`config.mk`:
```
export PLATFORM = sky130hd
export DESIGN_NAME = serial_add_arbiter
export DESIGN_NICKNAME = d
export VERILOG_FILES = /design/src/rtl/serial_add_pkg.sv /design/src/rtl/Adder.sv /design/src/rtl/serial_add_arbiter.sv
export SDC_FILE = /design/constraint.sdc
export NUM_CORES = 1
export LEC_CHECK = 0
export BUFFER_PORTS_ARGS = -buffer_cell sky130_fd_sc_hd__buf_2
export CAP_MARGIN = 15
export CORE_MARGIN = 1.5
export CORE_UTILIZATION = 49
export DETAILED_ROUTE_END_ITERATION = 12
export PLACE_DENSITY = 0.78
export SLEW_MARGIN = 30
export SYNTH_ARGS = -nofsm -noshare
export SYNTH_HDL_FRONTEND = slang
export SYNTH_SLANG_ARGS = --single-unit
```
`constraint.sdc`:
```
create_clock -name clk -period 1.47 [get_ports clk]
set_input_delay 0.147 -clock clk [delete_from_list [all_inputs] [get_ports clk]]
set_output_delay 0.147 -clock clk [all_outputs]
set_load 0.02 [all_outputs]
```
`src/rtl/serial_add_pkg.sv`:
```
// Shared types for the bit-serial adder arbiter: FSM encoding and requester ids.
package serial_add_pkg;

  // Number of request ports sharing the serial adder.
  localparam int NUM_REQ = 2;

  // FSM encoding kept as plain constants so older tools and netlists can read it.
  typedef logic [1:0] state_t;
  localparam state_t IDLE = 2'd0;
  localparam state_t RUN  = 2'd1;
  localparam state_t DONE = 2'd2;

  // Identifies which requester owns an operation.
  typedef logic [$clog2(NUM_REQ)-1:0] req_id_t;

endpackage

```
`src/rtl/Adder.sv`:
```
// 1-bit full-adder cell; the only arithmetic element in the serial adder.
module Adder (
  input  logic A,
  input  logic B,
  input  logic Cin,
  output logic S,
  output logic Cout
);

  // Sum and carry written as gates so the cell maps straight onto LUTs.
  always_comb begin
    S    = A ^ B ^ Cin;
    Cout = (A & B) | (Cin & (A ^ B));
  end

endmodule

```
`src/rtl/serial_add_arbiter.sv`:
```
// Two-port round-robin front end for a single bit-serial full adder.
// One bit is processed per cycle, LSB first; the result is held on the
// response port until the consumer takes it.
module serial_add_arbiter
  import serial_add_pkg::*;
#(
  parameter int WIDTH = 8
) (
  input  logic             clk,
  input  logic             rst_n,
  input  logic             req0_valid,
  input  logic [WIDTH-1:0] req0_a,
  input  logic [WIDTH-1:0] req0_b,
  input  logic             req0_cin,
  output logic             req0_ready,
  input  logic             req1_valid,
  input  logic [WIDTH-1:0] req1_a,
  input  logic [WIDTH-1:0] req1_b,
  input  logic             req1_cin,
  output logic             req1_ready,
  output logic             rsp_valid,
  input  logic             rsp_ready,
  output logic             rsp_id,
  output logic [WIDTH-1:0] rsp_sum,
  output logic             rsp_cout
);

  localparam int CW = (WIDTH > 1) ? $clog2(WIDTH) : 1;
  localparam logic [CW-1:0] CNT_LAST = CW'(WIDTH - 1);

  state_t           state_reg;
  logic [WIDTH-1:0] a_sh_reg;
  logic [WIDTH-1:0] b_sh_reg;
  logic [WIDTH-1:0] sum_sh_reg;
  logic             carry_reg;
  logic [CW-1:0]    cnt_reg;
  logic [CW-1:0]    cnt_next;
  logic [CW-1:0]    inc_c;
  req_id_t          id_reg;
  req_id_t          last_grant_reg;

  logic             gnt_valid;
  req_id_t          gnt_id;
  logic             add_s;
  logic             add_cout;

  // Round-robin pick: a lone requester wins, a tie goes to whoever was not
  // served last.
  function automatic logic [1:0] pick_grant(input logic v0, input logic v1,
                                            input req_id_t last);
    if (v0 && v1) return {1'b1, ~last};
    else if (v0)  return 2'b10;
    else if (v1)  return 2'b11;
    else          return 2'b00;
  endfunction

  // Grant is only meaningful in IDLE; the ready outputs mask it elsewhere.
  always_comb begin
    {gnt_valid, gnt_id} = pick_grant(req0_valid, req1_valid, last_grant_reg);
  end

  assign req0_ready = (state_reg == IDLE) && gnt_valid && (gnt_id == 1'b0) && rst_n;
  assign req1_ready = (state_reg == IDLE) && gnt_valid && (gnt_id == 1'b1) && rst_n;

  assign rsp_valid = (state_reg == DONE);
  assign rsp_sum   = sum_sh_reg;
  assign rsp_cout  = carry_reg;
  assign rsp_id    = id_reg;

  // Bit counter increment built as a ripple half-adder chain so the full
  // adder cell stays the only arithmetic in the datapath.
  assign inc_c[0] = 1'b1;
  generate
    for (genvar gi = 0; gi < CW; gi++) begin : g_cnt_inc
      assign cnt_next[gi] = cnt_reg[gi] ^ inc_c[gi];
      if (gi < CW - 1) begin : g_carry
        assign inc_c[gi+1] = cnt_reg[gi] & inc_c[gi];
      end
    end
  endgenerate

  Adder u_adder (
    .A    (a_sh_reg[0]),
    .B    (b_sh_reg[0]),
    .Cin  (carry_reg),
    .S    (add_s),
    .Cout (add_cout)
  );

  // FSM and shift datapath: load on accept, one bit per RUN cycle, hold in DONE.
  always_ff @(posedge clk or negedge rst_n) begin
    if (!rst_n) begin
      state_reg      <= IDLE;
      a_sh_reg       <= '0;
      b_sh_reg       <= '0;
      sum_sh_reg     <= '0;
      carry_reg      <= 1'b0;
      cnt_reg        <= '0;
      id_reg         <= '0;
      last_grant_reg <= 1'b1;
    end else begin
      case (state_reg)
        IDLE: begin
          if (gnt_valid) begin
            a_sh_reg       <= gnt_id ? req1_a   : req0_a;
            b_sh_reg       <= gnt_id ? req1_b   : req0_b;
            carry_reg      <= gnt_id ? req1_cin : req0_cin;
            cnt_reg        <= '0;
            id_reg         <= gnt_id;
            last_grant_reg <= gnt_id;
            state_reg      <= RUN;
          end
        end
        RUN: begin
          a_sh_reg   <= {1'b0, a_sh_reg[WIDTH-1:1]};
          b_sh_reg   <= {1'b0, b_sh_reg[WIDTH-1:1]};
          sum_sh_reg <= {add_s, sum_sh_reg[WIDTH-1:1]};
          carry_reg  <= add_cout;
          cnt_reg    <= cnt_next;
          if (cnt_reg == CNT_LAST) state_reg <= DONE;
        end
        DONE: begin
          if (rsp_ready) state_reg <= IDLE;
        end
        default: state_reg <= IDLE;
      endcase
    end
  end

endmodule

```
==> flow_summary.html, run 1 <==
<table>
<tr><th>Metric</th><th>Value</th></tr>
<tr><th colspan="2">Final layout</th></tr>
<tr><td>Most used cells in the layout excluding fill and tap cells</td><td>48 x buf_2, 34 x nand2_1, 30 x dfrtp_1</td></tr>
<tr><td>Ant. Diodes</td><td>0</td></tr>
<tr><td>Most common cell after layout, fill and taps aside</td><td>buf_2</td></tr>
<tr><td>Share of post-route cells with drive strength above 1</td><td>39.4%</td></tr>
<tr><td>Number of standard cells in the layout, taps in and fillers out</td><td>262</td></tr>
<tr><td>Area growth from synthesis to layout</td><td>33.2%</td></tr>
<tr><td>Nets</td><td>259</td></tr>
<tr><th colspan="2">Synthesis</th></tr>
<tr><td>Post-synth design cell area</td><td>1570 um2</td></tr>
<tr><td>Count of flip-flops with a built-in enable after synthesis</td><td>0</td></tr>
<tr><td>Yosys warns</td><td>0</td></tr>
<tr><td>Post-synthesis sequential area ratio</td><td>51.2%</td></tr>
<tr><td>Post-synthesis register bit count</td><td>32</td></tr>
<tr><td>Synthesized-area fraction occupied by and/or/nand/nor cells</td><td>12.5%</td></tr>
<tr><td>Largest family of logic cells by synthesized area</td><td>compound AO/OA/AOI/OAI gates</td></tr>
<tr><td>Adder-Cell Fraction of Synth Area</td><td>2.88%</td></tr>
<tr><td>Net count after synthesis</td><td>191</td></tr>
<tr><td>Portion of netlist area occupied by mux cells</td><td>12.2%</td></tr>
<tr><td>Share of async-settable or async-resettable flops after synthesis</td><td>100%</td></tr>
<tr><td>Cell count after synthesis</td><td>149</td></tr>
<tr><td>Synthesized area per cell</td><td>10.5 um2</td></tr>
<tr><td>Compound-Gate Fraction of Synth Area</td><td>15.9%</td></tr>
<tr><td>Dominant synthesized flop cell</td><td>dfrtp_1</td></tr>
<tr><td>Xor/xnor cell area share of the yosys netlist</td><td>0%</td></tr>
<tr><td>Count of cell types in the netlist</td><td>29</td></tr>
<tr><th colspan="2">Worst setup path</th></tr>
<tr><td>Max incr delay on CP</td><td>0.56 ns</td></tr>
<tr><td>Crit path buf inv count</td><td>2</td></tr>
<tr><td>Critical-path top delay cell</td><td>dfstp_2</td></tr>
<tr><td>Cells traversed along the worst timing path</td><td>a21boi_4, buf_6, nor3b_2, buf_4</td></tr>
<tr><td>Biggest fanout along the worst timing path</td><td>3</td></tr>
<tr><td>Logic depth of the worst register-to-register path</td><td>4</td></tr>
<tr><td>Required time of the worst setup path</td><td>1.32 ns</td></tr>
<tr><td>Crit path kind</td><td>flop to output pin</td></tr>
<tr><td>Arrival time of data at the critical path endpoint</td><td>1.39 ns</td></tr>
<tr><td>Capturing element type of the critical path</td><td>output pin</td></tr>
<tr><td>Cell count along the critical path</td><td>4</td></tr>
<tr><td>Cell family contributing the most delay on the critical path</td><td>flip-flops</td></tr>
<tr><td>Sort of element at the start of the critical path</td><td>flop</td></tr>
<tr><th colspan="2">Pwr</th></tr>
<tr><td>Total power draw</td><td>3.89 mW</td></tr>
<tr><td>Pwr Density</td><td>1860 nW/um2</td></tr>
<tr><td>Leakage Power</td><td>1.06 nW</td></tr>
<tr><td>IR Drop Worst-Case VDD</td><td>0.992 mV</td></tr>
<tr><th colspan="2">Die</th></tr>
<tr><td>Number of core rows</td><td>20</td></tr>
<tr><td>IO Count</td><td>52</td></tr>
<tr><td>Core box area</td><td>3050 um2</td></tr>
<tr><td>Chip Height</td><td>59.5 um</td></tr>
<tr><td>Starting utilization of the core area</td><td>51.3%</td></tr>
<tr><td>Die Area</td><td>3550 um2</td></tr>
<tr><td>Horizontal extent of the die</td><td>59.5 um</td></tr>
<tr><th colspan="2">Job</th></tr>
<tr><td>Max capacitance violation total</td><td>0</td></tr>
<tr><th colspan="2">CTS</th></tr>
<tr><td>Clock insertion delay at the later pin of the skew report</td><td>0.33 ns</td></tr>
<tr><td>CTS max path bufs</td><td>2</td></tr>
<tr><td>H-Tree Level Count</td><td>2</td></tr>
<tr><td>Clock buffers created by TritonCTS</td><td>5</td></tr>
<tr><td>Root cell of the clock tree</td><td>clkbuf_4</td></tr>
<tr><td>Clock input transition at the sequential cells of the worst setup and hold paths</td><td>0.09 ns</td></tr>
<tr><td>Number of sinks driven by the clock tree</td><td>32</td></tr>
<tr><td>CTS tree</td><td>yes</td></tr>
<tr><th colspan="2">Timing</th></tr>
<tr><td>Number of setup violations in the final report</td><td>2</td></tr>
<tr><td>Worst Max-Slew Pin Slew</td><td>0.488 ns</td></tr>
<tr><td>Total count of hold-check failures in the final report</td><td>0</td></tr>
<tr><td>Relative slew margins</td><td>67.3%</td></tr>
<tr><td>Min Tclk post-route</td><td>1.53 ns</td></tr>
<tr><td>Post-route fraction of the period consumed by the critical path</td><td>104%</td></tr>
<tr><td>Setup repair after global routing missed its margin</td><td>yes</td></tr>
<tr><td>Largest clock skew in the final design</td><td>0.00368 ns</td></tr>
<tr><td>Post-route worst setup slack</td><td>-0.0628 ns</td></tr>
<tr><td>Achievable clock frequency</td><td>652 MHz</td></tr>
<tr><td>Number of max-slew violations in the final report</td><td>0</td></tr>
<tr><th colspan="2">Global routing</th></tr>
<tr><td>Grt total ovfl</td><td>0</td></tr>
<tr><td>Wire length of the first global-routing pass</td><td>6270 um</td></tr>
<tr><td>Vias in the first global route</td><td>1,458</td></tr>
<tr><td>Total GRT Usage</td><td>24.3%</td></tr>
<tr><td>Maximum number of pins on one net before global-route repair</td><td>19</td></tr>
<tr><td>Number of antenna violations at the first check in global routing</td><td>0</td></tr>
<tr><th colspan="2">Hold path</th></tr>
<tr><td>Tightest Hold Check Type</td><td>input pin to flop</td></tr>
<tr><td>Worst hold path cell count</td><td>3</td></tr>
<tr><th colspan="2">Drt</th></tr>
<tr><td>Number of remaining DRC errors</td><td>0</td></tr>
<tr><td>Number of vias per cell after detailed routing</td><td>5.29</td></tr>
<tr><td>DR WL/cell</td><td>14.2 um</td></tr>
<tr><td>First-pass DRT Iterations</td><td>4</td></tr>
<tr><td>Post-detailed-routing wire length</td><td>3730 um</td></tr>
<tr><td>Routed vias</td><td>1,386</td></tr>
<tr><td>Detailed router's first-iteration violation count</td><td>55</td></tr>
<tr><td>Remaining number of nets flagged by the antenna check after routing</td><td>0</td></tr>
<tr><th colspan="2">Status</th></tr>
<tr><td>Violations in the final reports</td><td>setup timing</td></tr>
<tr><td>Run status</td><td>complete, but fails checks</td></tr>
<tr><th colspan="2">Placed design</th></tr>
<tr><td>Detailed Place HPWL</td><td>2790 um</td></tr>
<tr><td>IO Port Bufs</td><td>51</td></tr>
<tr><td>Post-placement cell count</td><td>248</td></tr>
<tr><td>Final RePlAce weighted congestion</td><td>0.779</td></tr>
</table>
through the flow:
stage / util, % / setup TNS [ns] / instance area (um2) / setup slack, ns / hold slack, ns
after detailed placement: 63.0 / 0 / 1920 / 0.0570 / -0.00774
after global routing: 68.4 / -0.199 / 2090 / -0.125 / 0.105
final: 68.4 / -0.0943 / 2090 / -0.0628 / 0.104
after CTS: 68.1 / -0.126 / 2080 / -0.0855 / 0.0952
after floorplan: - / 0 / 1570 / 0.0171 / -0.149
after global placement: 63.0 / 0 / 1920 / 0.180 / -0.0149
layout make-up:
class	instances	area, um2
clock buffer	8	58.8
fill	262	966
inverter	7	26.3
multi-input combinational	101	721
sequential	32	803
tap	44	55.1
timing repair buffer	70	423
cells in the mapped netlist, drive strengths merged, types with 2 or more instances:
master	instances	share of area (%)
a31o	2	1.1
dfrtp	31	50
o21ai	12	3.8
ha	2	1.6
and2	2	0.80
buf	5	2.6
nor2b	2	0.80
clkbuf	4	0.96
mux2i	18	12
nand2	34	8.1
a22o	2	1.1
nand2b	2	0.80
inv	7	1.7
o221ai	12	6.7
o211ai	2	0.96
nor2	2	0.48
worst min-delay path, stage by stage:
cell and delay (ns):
buf_2 0.07, mux2i_1 0.05, mux2i_1 0.11
what timing repair did:
| item | 4_1_cts | 5_1_grt |
|---|---|---|
| setup endpoints to repair | 2 | 8 |
| pin swaps | 1 | 0 |
| resized for setup | 12 | 3 |
| hold endpoints to repair | 31 | 0 |
| hold buffers | 1 | 0 |
| setup buffers | 5 | 0 |
final timing paths:
path | to | slack [ns] | startpoint
worst max-delay path | req0_ready | -0.06 | last_grant_reg
worst min-delay path | b_sh_reg[7] | 0.10 | req0_b[7]
worst max register to register | b_sh_reg[2] | 0.10 | state_reg[1]
worst min register to register | rsp_sum[0] | 0.48 | rsp_sum[0]
max in group asynchronous | last_grant_reg | 0.75 | rst_n
min in group asynchronous | a_sh_reg[3] | 0.20 | rst_n
cells by family (layout without fill, tap and decap cells):
| group | count (synthesis) | count (layout) |
|---|---|---|
| DFF | 32 | 32 |
| AOI/OAI and AO/OA | 34 | 34 |
| and+or+nand+nor | 45 | 45 |
| adders and majority gates | 3 | 3 |
| muxes | 19 | 19 |
| buffers and inverters | 16 | 85 |
metal layers:
metal | track usage, % | wire length, um
met3 | 5.02 | 159
met1 | 27.7 | 1490
met2 | 43.5 | 2010
met4 | 10.8 | 63
met5 | 0 | 0
where the power goes:
part,switching (mW),internal (mW)
Clock,0.282,0.236
Sequential,0.237,1.29
Combinational,1.02,0.824
Total,1.54,2.35
Note: power is estimated with default switching activity, not from simulation.
==> inputs of run 2 (changes only) <==
Settings changed: SETUP_SLACK_MARGIN from default to 0.3.
==> run 2 against run 1 <==
Effect of this change: the run still ends with setup timing left; combinational power rose by 27%; worst hold slack got worse by 0.016 ns; register-to-register slack got worse by 0.11 ns; global-route usage fell by 1.2 points; non-clock buffer count rose by 11; clock power rose by 13%; first-iteration DRC count rose by 3.6%; count of clock-buffer cells in the layout did not move; critical path type unchanged; via count rose by 6.7%; sequential share of layout area fell by 3.8 points.
==> flow_summary.html, run 2 (same netlist as run 1, synthesis figures left out) <==
<table>
<tr><th>Metric</th><th>Value</th></tr>
<tr><th colspan="2">Placed design</th></tr>
<tr><td>Setup slack after placement</td><td>-0.0223 ns</td></tr>
<tr><td>IO Port Bufs</td><td>51</td></tr>
<tr><td>Final RePlAce weighted congestion</td><td>0.729</td></tr>
<tr><td>Detailed Place HPWL</td><td>2500 um</td></tr>
<tr><th colspan="2">Timing</th></tr>
<tr><td>Relative slew margins</td><td>82.3%</td></tr>
<tr><td>Setup repair after global routing missed its margin</td><td>yes</td></tr>
<tr><td>Total count of hold-check failures in the final report</td><td>0</td></tr>
<tr><td>Achievable clock frequency</td><td>622 MHz</td></tr>
<tr><td>Number of setup violations in the final report</td><td>3</td></tr>
<tr><td>Post-route fraction of the period consumed by the critical path</td><td>109%</td></tr>
<tr><td>Post-route worst setup slack</td><td>-0.138 ns</td></tr>
<tr><td>Total negative slack</td><td>-0.189 ns</td></tr>
<tr><td>Worst Max-Slew Pin Slew</td><td>0.265 ns</td></tr>
<tr><td>Largest clock skew in the final design</td><td>0.00620 ns</td></tr>
<tr><td>Number of max-slew violations in the final report</td><td>0</td></tr>
<tr><td>Min Tclk post-route</td><td>1.61 ns</td></tr>
<tr><th colspan="2">Status</th></tr>
<tr><td>Run status</td><td>complete, but fails checks</td></tr>
<tr><td>Violations in the final reports</td><td>setup timing</td></tr>
<tr><th colspan="2">Die</th></tr>
<tr><td>Number of core rows</td><td>20</td></tr>
<tr><td>Starting utilization of the core area</td><td>51.3%</td></tr>
<tr><td>IO Count</td><td>52</td></tr>
<tr><td>Horizontal extent of the die</td><td>59.5 um</td></tr>
<tr><td>Chip Height</td><td>59.5 um</td></tr>
<tr><td>Core box area</td><td>3050 um2</td></tr>
<tr><td>Die Area</td><td>3550 um2</td></tr>
<tr><th colspan="2">Hold path</th></tr>
<tr><td>Min-Delay Endpoint</td><td>a_sh_reg[7]</td></tr>
<tr><td>Startpoint of the tightest hold check path</td><td>req0_a[7]</td></tr>
<tr><td>Tightest Hold Check Type</td><td>input pin to flop</td></tr>
<tr><td>Worst hold path cell count</td><td>3</td></tr>
<tr><th colspan="2">Global routing</th></tr>
<tr><td>Grt total ovfl</td><td>0</td></tr>
<tr><td>Number of antenna violations at the first check in global routing</td><td>0</td></tr>
<tr><td>Vias in the first global route</td><td>1,348</td></tr>
<tr><td>Maximum number of pins on one net before global-route repair</td><td>21</td></tr>
<tr><td>Total GRT Usage</td><td>23.1%</td></tr>
<tr><td>Wire length of the first global-routing pass</td><td>5940 um</td></tr>
<tr><th colspan="2">Worst setup path</th></tr>
<tr><td>Arrival time of data at the critical path endpoint</td><td>1.46 ns</td></tr>
<tr><td>Endpoint of the worst-slack reg-to-reg timing path</td><td>rsp_cout</td></tr>
<tr><td>Cell count along the critical path</td><td>5</td></tr>
<tr><td>Crit path from</td><td>state_reg[0]</td></tr>
<tr><td>Critical-path top delay cell</td><td>dfrtp_2</td></tr>
<tr><td>Worst reg2reg startpoint</td><td>state_reg[0]</td></tr>
<tr><td>Required time of the worst setup path</td><td>1.32 ns</td></tr>
<tr><td>Crit path kind</td><td>flop to output pin</td></tr>
<tr><td>Cell occurring most often along the worst timing path</td><td>buf_6</td></tr>
<tr><td>Biggest fanout along the worst timing path</td><td>3</td></tr>
<tr><td>Setup slack of the worst register-to-register path</td><td>-0.01 ns</td></tr>
<tr><td>Crit path buf inv count</td><td>2</td></tr>
<tr><td>Max incr delay on CP</td><td>0.43 ns</td></tr>
<tr><td>Logic depth of the worst register-to-register path</td><td>6</td></tr>
<tr><td>Cells traversed along the worst timing path</td><td>buf_6, nor2_4, o21ai_4, nor3b_4, buf_6</td></tr>
<tr><td>Sort of element at the start of the critical path</td><td>flop</td></tr>
<tr><td>Capturing element type of the critical path</td><td>output pin</td></tr>
<tr><td>Cell family contributing the most delay on the critical path</td><td>flip-flops</td></tr>
<tr><th colspan="2">Drt</th></tr>
<tr><td>Detailed router's first-iteration violation count</td><td>57</td></tr>
<tr><td>First-pass DRT Iterations</td><td>5</td></tr>
<tr><td>DR WL/cell</td><td>15.3 um</td></tr>
<tr><td>Routed vias</td><td>1,479</td></tr>
<tr><td>Remaining number of nets flagged by the antenna check after routing</td><td>0</td></tr>
<tr><td>Number of vias per cell after detailed routing</td><td>5.38</td></tr>
<tr><td>Number of remaining DRC errors</td><td>0</td></tr>
<tr><td>Post-detailed-routing wire length</td><td>4210 um</td></tr>
<tr><th colspan="2">Final layout</th></tr>
<tr><td>Share of post-route cells with drive strength above 1</td><td>48.9%</td></tr>
<tr><td>Number of fill cells in the layout</td><td>202</td></tr>
<tr><td>Most used cells in the layout excluding fill and tap cells</td><td>49 x buf_2, 34 x nand2_1, 28 x dfrtp_1</td></tr>
<tr><td>Most common cell after layout, fill and taps aside</td><td>buf_2</td></tr>
<tr><td>Ant. Diodes</td><td>0</td></tr>
<tr><td>Area growth from synthesis to layout</td><td>48.4%</td></tr>
<tr><td>Nets</td><td>272</td></tr>
<tr><th colspan="2">CTS</th></tr>
<tr><td>CTS max path bufs</td><td>2</td></tr>
<tr><td>CTS tree</td><td>yes</td></tr>
<tr><td>Clock buffers created by TritonCTS</td><td>5</td></tr>
<tr><td>H-Tree Level Count</td><td>2</td></tr>
<tr><td>Number of sinks driven by the clock tree</td><td>32</td></tr>
<tr><td>Clock input transition at the sequential cells of the worst setup and hold paths</td><td>0.10 ns</td></tr>
<tr><td>Clock insertion delay at the later pin of the skew report</td><td>0.33 ns</td></tr>
<tr><td>Root cell of the clock tree</td><td>clkbuf_4</td></tr>
<tr><th colspan="2">Pwr</th></tr>
<tr><td>Leakage Power</td><td>1.17 nW</td></tr>
<tr><td>Total power draw</td><td>4.46 mW</td></tr>
<tr><td>Pwr Density</td><td>1920 nW/um2</td></tr>
<tr><td>IR Drop Worst-Case VDD</td><td>0.822 mV</td></tr>
<tr><th colspan="2">Job</th></tr>
<tr><td>Max capacitance violation total</td><td>0</td></tr>
</table>
run 2: cell types whose count changed in the layout (fill, tap and decap cells not counted), moves of 2 or more:
cell / before / now
buf_4: 17 / 19
o21ai_1: 0 / 3
o21ai_0: 11 / 5
dfrtp_2: 1 / 3
mux2i_1: 18 / 16
o21ai_2: 0 / 3
dfrtp_1: 30 / 28
nor2b_4: 0 / 4
buf_6: 4 / 10
run 2: final cells by class:
type,instances,area [um2],share of cell area [%]
clock buffers,8,68.8,2.96
inverters,7,26.3,1.13
multi-input cells,103,823,35.4
flip-flops and latches,32,806,34.7
well taps,44,55.1,2.37
repair buffers,81,546,23.5
run 2: metrics by stage:
| step | cells | utilization (%) | hold slack [ns] | cell area [um2] |
|---|---|---|---|---|
| 2_1_floorplan | 149 | - | -0.149 | 1620 |
| 3_3_place_gp | 247 | 64.1 | 0.145 | 1960 |
| 6_report | 275 | 76.1 | 0.0884 | 2320 |
| 3_5_place_dp | 247 | 64.1 | 0.166 | 1960 |
| 5_1_grt | 275 | 76.1 | 0.0861 | 2320 |
| 4_1_cts | 263 | 70.7 | 0.0770 | 2160 |
run 2: repair_timing:
action,4_1_cts,5_1_grt
hold endpoints to repair,31,0
endpoints found under the setup margin,33,34
gates resized for setup,18,23
pin swaps,4,18
hold buffers,1,0
buffers inserted,7,9
gates cloned,0,3
run 2: report_power, final:
group | total, mW | internal (mW) | switching [mW] | leakage, nW
Sequential | 1.55 | 1.29 | 0.256 | 0.399
Combinational | 2.33 | 1.15 | 1.19 | 0.737
Clock | 0.586 | 0.281 | 0.305 | 0.0386
Total | 4.46 | 2.72 | 1.75 | 1.17
run 2: per-layer routing:
metal | track usage [%] | vias up | share of wire, %
met3 | 6.77 | 16 | 5.9
met5 | 0 | - | 0
met1 | 27.3 | 690 | 39
met2 | 38.5 | 77 | 51
li1 | - | 696 | -
met4 | 11.1 | 0 | 3.7
run 2: worst max-delay path by stage:
stage	end	slack (ns)
after floorplan	req0_ready	0.18
after global placement	a_sh_reg[0]	0.07
after detailed placement	a_sh_reg[5]	-0.02
after CTS	req0_ready	-0.12
after global routing	req0_ready	-0.18
final	req0_ready	-0.14
run 2: worst min-delay path, delay by kind of cell:
family   cells  cell delay (ns)
mux          2             0.16
buf+inv      1             0.08
==> inputs of run 3 (changes only) <==
Settings changed: CAP_MARGIN 15 to default, CORE_UTILIZATION 49 to 45, PLACE_DENSITY 0.78 to 0.72.
==> run 3 against run 2 <==
Effect of this change: the flow still finishes with violations (setup timing); worst hold slack gained 0.026 ns; clock power is 19% lower; core utilization decreased by 3.9 points; maximum frequency rose by 0.12%; combinational power grew 11%; critical path depth grew 1; non-clock buffer count up 1; critical path type is now flop to flop; critical endpoint is now rsp_cout; largest power group unchanged; highest routed layer unchanged.
==> flow_summary.html, run 3 (same netlist as run 1, synthesis figures left out) <==
<table>
<tr><th>Metric</th><th>Value</th></tr>
<tr><th colspan="2">Drt</th></tr>
<tr><td>DR WL/cell</td><td>16.2 um</td></tr>
<tr><td>Post-detailed-routing wire length</td><td>4480 um</td></tr>
<tr><td>First-pass DRT Iterations</td><td>4</td></tr>
<tr><td>Number of vias per cell after detailed routing</td><td>5.28</td></tr>
<tr><td>Detailed router's first-iteration violation count</td><td>100</td></tr>
<tr><td>Remaining number of nets flagged by the antenna check after routing</td><td>0</td></tr>
<tr><td>Routed vias</td><td>1,458</td></tr>
<tr><td>Number of remaining DRC errors</td><td>0</td></tr>
<tr><th colspan="2">Timing</th></tr>
<tr><td>Setup repair after global routing missed its margin</td><td>yes</td></tr>
<tr><td>Total negative slack</td><td>-0.839 ns</td></tr>
<tr><td>Post-route fraction of the period consumed by the critical path</td><td>109%</td></tr>
<tr><td>Number of max-slew violations in the final report</td><td>0</td></tr>
<tr><td>Largest clock skew in the final design</td><td>0.00347 ns</td></tr>
<tr><td>Total count of hold-check failures in the final report</td><td>0</td></tr>
<tr><td>Min Tclk post-route</td><td>1.61 ns</td></tr>
<tr><td>Number of setup violations in the final report</td><td>13</td></tr>
<tr><td>Relative slew margins</td><td>68.8%</td></tr>
<tr><td>Worst Max-Slew Pin Slew</td><td>0.467 ns</td></tr>
<tr><td>Achievable clock frequency</td><td>622 MHz</td></tr>
<tr><td>Post-route worst setup slack</td><td>-0.136 ns</td></tr>
<tr><td>Worst hold margin</td><td>0.114 ns</td></tr>
<tr><th colspan="2">Worst setup path</th></tr>
<tr><td>Critical-path top delay cell</td><td>dfrtp_2</td></tr>
<tr><td>Crit path buf inv count</td><td>3</td></tr>
<tr><td>Sort of element at the start of the critical path</td><td>flop</td></tr>
<tr><td>Capturing element type of the critical path</td><td>flop</td></tr>
<tr><td>Biggest fanout along the worst timing path</td><td>7</td></tr>
<tr><td>Arrival time of data at the critical path endpoint</td><td>1.82 ns</td></tr>
<tr><td>Setup slack of the worst register-to-register path</td><td>-0.14 ns</td></tr>
<tr><td>Cell family contributing the most delay on the critical path</td><td>flip-flops</td></tr>
<tr><td>Required time of the worst setup path</td><td>1.69 ns</td></tr>
<tr><td>Cell occurring most often along the worst timing path</td><td>buf_6</td></tr>
<tr><td>Crit path kind</td><td>flop to flop</td></tr>
<tr><td>Max incr delay on CP</td><td>0.42 ns</td></tr>
<tr><td>Cells traversed along the worst timing path</td><td>buf_6, buf_4, buf_6, nor3_4, nor2_4, o221a_2</td></tr>
<tr><th colspan="2">Status</th></tr>
<tr><td>Run status</td><td>complete, but fails checks</td></tr>
<tr><td>Violations in the final reports</td><td>setup timing</td></tr>
<tr><th colspan="2">Final layout</th></tr>
<tr><td>Nets</td><td>271</td></tr>
<tr><td>Final standard cell utilization of the core</td><td>72.3%</td></tr>
<tr><td>Number of standard cells in the layout, taps in and fillers out</td><td>276</td></tr>
<tr><td>Area growth from synthesis to layout</td><td>53.9%</td></tr>
<tr><td>Most common cell after layout, fill and taps aside</td><td>buf_2</td></tr>
<tr><td>Ant. Diodes</td><td>0</td></tr>
<tr><td>Share of post-route cells with drive strength above 1</td><td>54.8%</td></tr>
<tr><td>Most used cells in the layout excluding fill and tap cells</td><td>48 x buf_2, 34 x nand2_1, 28 x dfrtp_1</td></tr>
<tr><th colspan="2">Global routing</th></tr>
<tr><td>Number of antenna violations at the first check in global routing</td><td>0</td></tr>
<tr><td>Wire length of the first global-routing pass</td><td>6170 um</td></tr>
<tr><td>Vias in the first global route</td><td>1,382</td></tr>
<tr><td>Total GRT Usage</td><td>23.2%</td></tr>
<tr><td>Grt total ovfl</td><td>0</td></tr>
<tr><td>Maximum number of pins on one net before global-route repair</td><td>21</td></tr>
<tr><th colspan="2">CTS</th></tr>
<tr><td>Clock input transition at the sequential cells of the worst setup and hold paths</td><td>0.10 ns</td></tr>
<tr><td>Clock insertion delay at the later pin of the skew report</td><td>0.32 ns</td></tr>
<tr><td>H-Tree Level Count</td><td>2</td></tr>
<tr><td>Number of sinks driven by the clock tree</td><td>32</td></tr>
<tr><td>CTS max path bufs</td><td>2</td></tr>
<tr><td>Clock buffers created by TritonCTS</td><td>5</td></tr>
<tr><td>Root cell of the clock tree</td><td>clkbuf_4</td></tr>
<tr><td>CTS tree</td><td>yes</td></tr>
<tr><th colspan="2">Die</th></tr>
<tr><td>Number of core rows</td><td>21</td></tr>
<tr><td>Starting utilization of the core area</td><td>46.9%</td></tr>
<tr><td>Chip Height</td><td>62 um</td></tr>
<tr><td>Die Area</td><td>3840 um2</td></tr>
<tr><td>IO Count</td><td>52</td></tr>
<tr><td>Horizontal extent of the die</td><td>62 um</td></tr>
<tr><td>Core box area</td><td>3340 um2</td></tr>
<tr><th colspan="2">Pwr</th></tr>
<tr><td>Total power draw</td><td>4.62 mW</td></tr>
<tr><td>Leakage Power</td><td>1.17 nW</td></tr>
<tr><td>IR Drop Worst-Case VDD</td><td>0.822 mV</td></tr>
<tr><td>Pwr Density</td><td>1920 nW/um2</td></tr>
<tr><th colspan="2">Placed design</th></tr>
<tr><td>IO Port Bufs</td><td>51</td></tr>
<tr><td>Detailed Place HPWL</td><td>2570 um</td></tr>
<tr><td>Post-placement cell count</td><td>248</td></tr>
<tr><td>Final RePlAce weighted congestion</td><td>0.760</td></tr>
<tr><th colspan="2">Hold path</th></tr>
<tr><td>Tightest Hold Check Type</td><td>input pin to flop</td></tr>
<tr><th colspan="2">Job</th></tr>
<tr><td>Max capacitance violation total</td><td>0</td></tr>
</table>
[run 3: area by class of cell]
type	count	area, um2
clock buffer	8	48.8
multi-input combinational	101	876
fill	248	926
sequential	32	806
inverter	7	26.3
timing repair buffer	82	597
tap	46	57.6
[run 3: worst min-delay path: stages]
cell and delay, ns:
buf_2 0.07, mux2i_1 0.05, mux2i_1 0.12
[run 3: metal layers]
metal  GRT usage [%]  vias to the layer above  part of all wire (%)
met4            10.3                        0                   1.9
met2            40.6                       49                    54
met3            5.38                        9                   3.8
met5               0                        -                     0
li1                -                      690                     -
met1            26.8                      710                    40
[run 3: stage by stage]
stage / setup WS [ns] / area, um2
CTS: -0.127 / 2270
detailed placement: -0.0139 / 1950
global route: -0.183 / 2410
global placement: 0.0765 / 1950
floorplan: 0.176 / 1620
finish: -0.136 / 2410
[run 3: worst paths after layout]
path                               from              to  cells after the start
setup / recovery           state_reg[0]        rsp_cout                      6
hold / removal                req0_a[7]     a_sh_reg[7]                      3
setup reg to reg           state_reg[0]        rsp_cout                      6
hold reg to reg             b_sh_reg[4]     b_sh_reg[3]                      2
max in group asynchronous         rst_n  last_grant_reg                      3
min in group asynchronous         rst_n          rsp_id                      3
[run 3: power breakdown]
| group | leakage (nW) | internal (mW) | switching [mW] |
|---|---|---|---|
| logic | 0.747 | 1.27 | 1.33 |
| clock network | 0.0265 | 0.191 | 0.285 |
| registers | 0.399 | 1.29 | 0.263 |
| total | 1.17 | 2.75 | 1.87 |
[run 3: what timing repair did]
item,in CTS,in global routing
gates resized for setup,38,30
pin swaps,11,23
hold buffers,1,0
cloned,2,1
buffers inserted,9,7
hold endpoints to repair,31,0
endpoints found under the setup margin,33,35
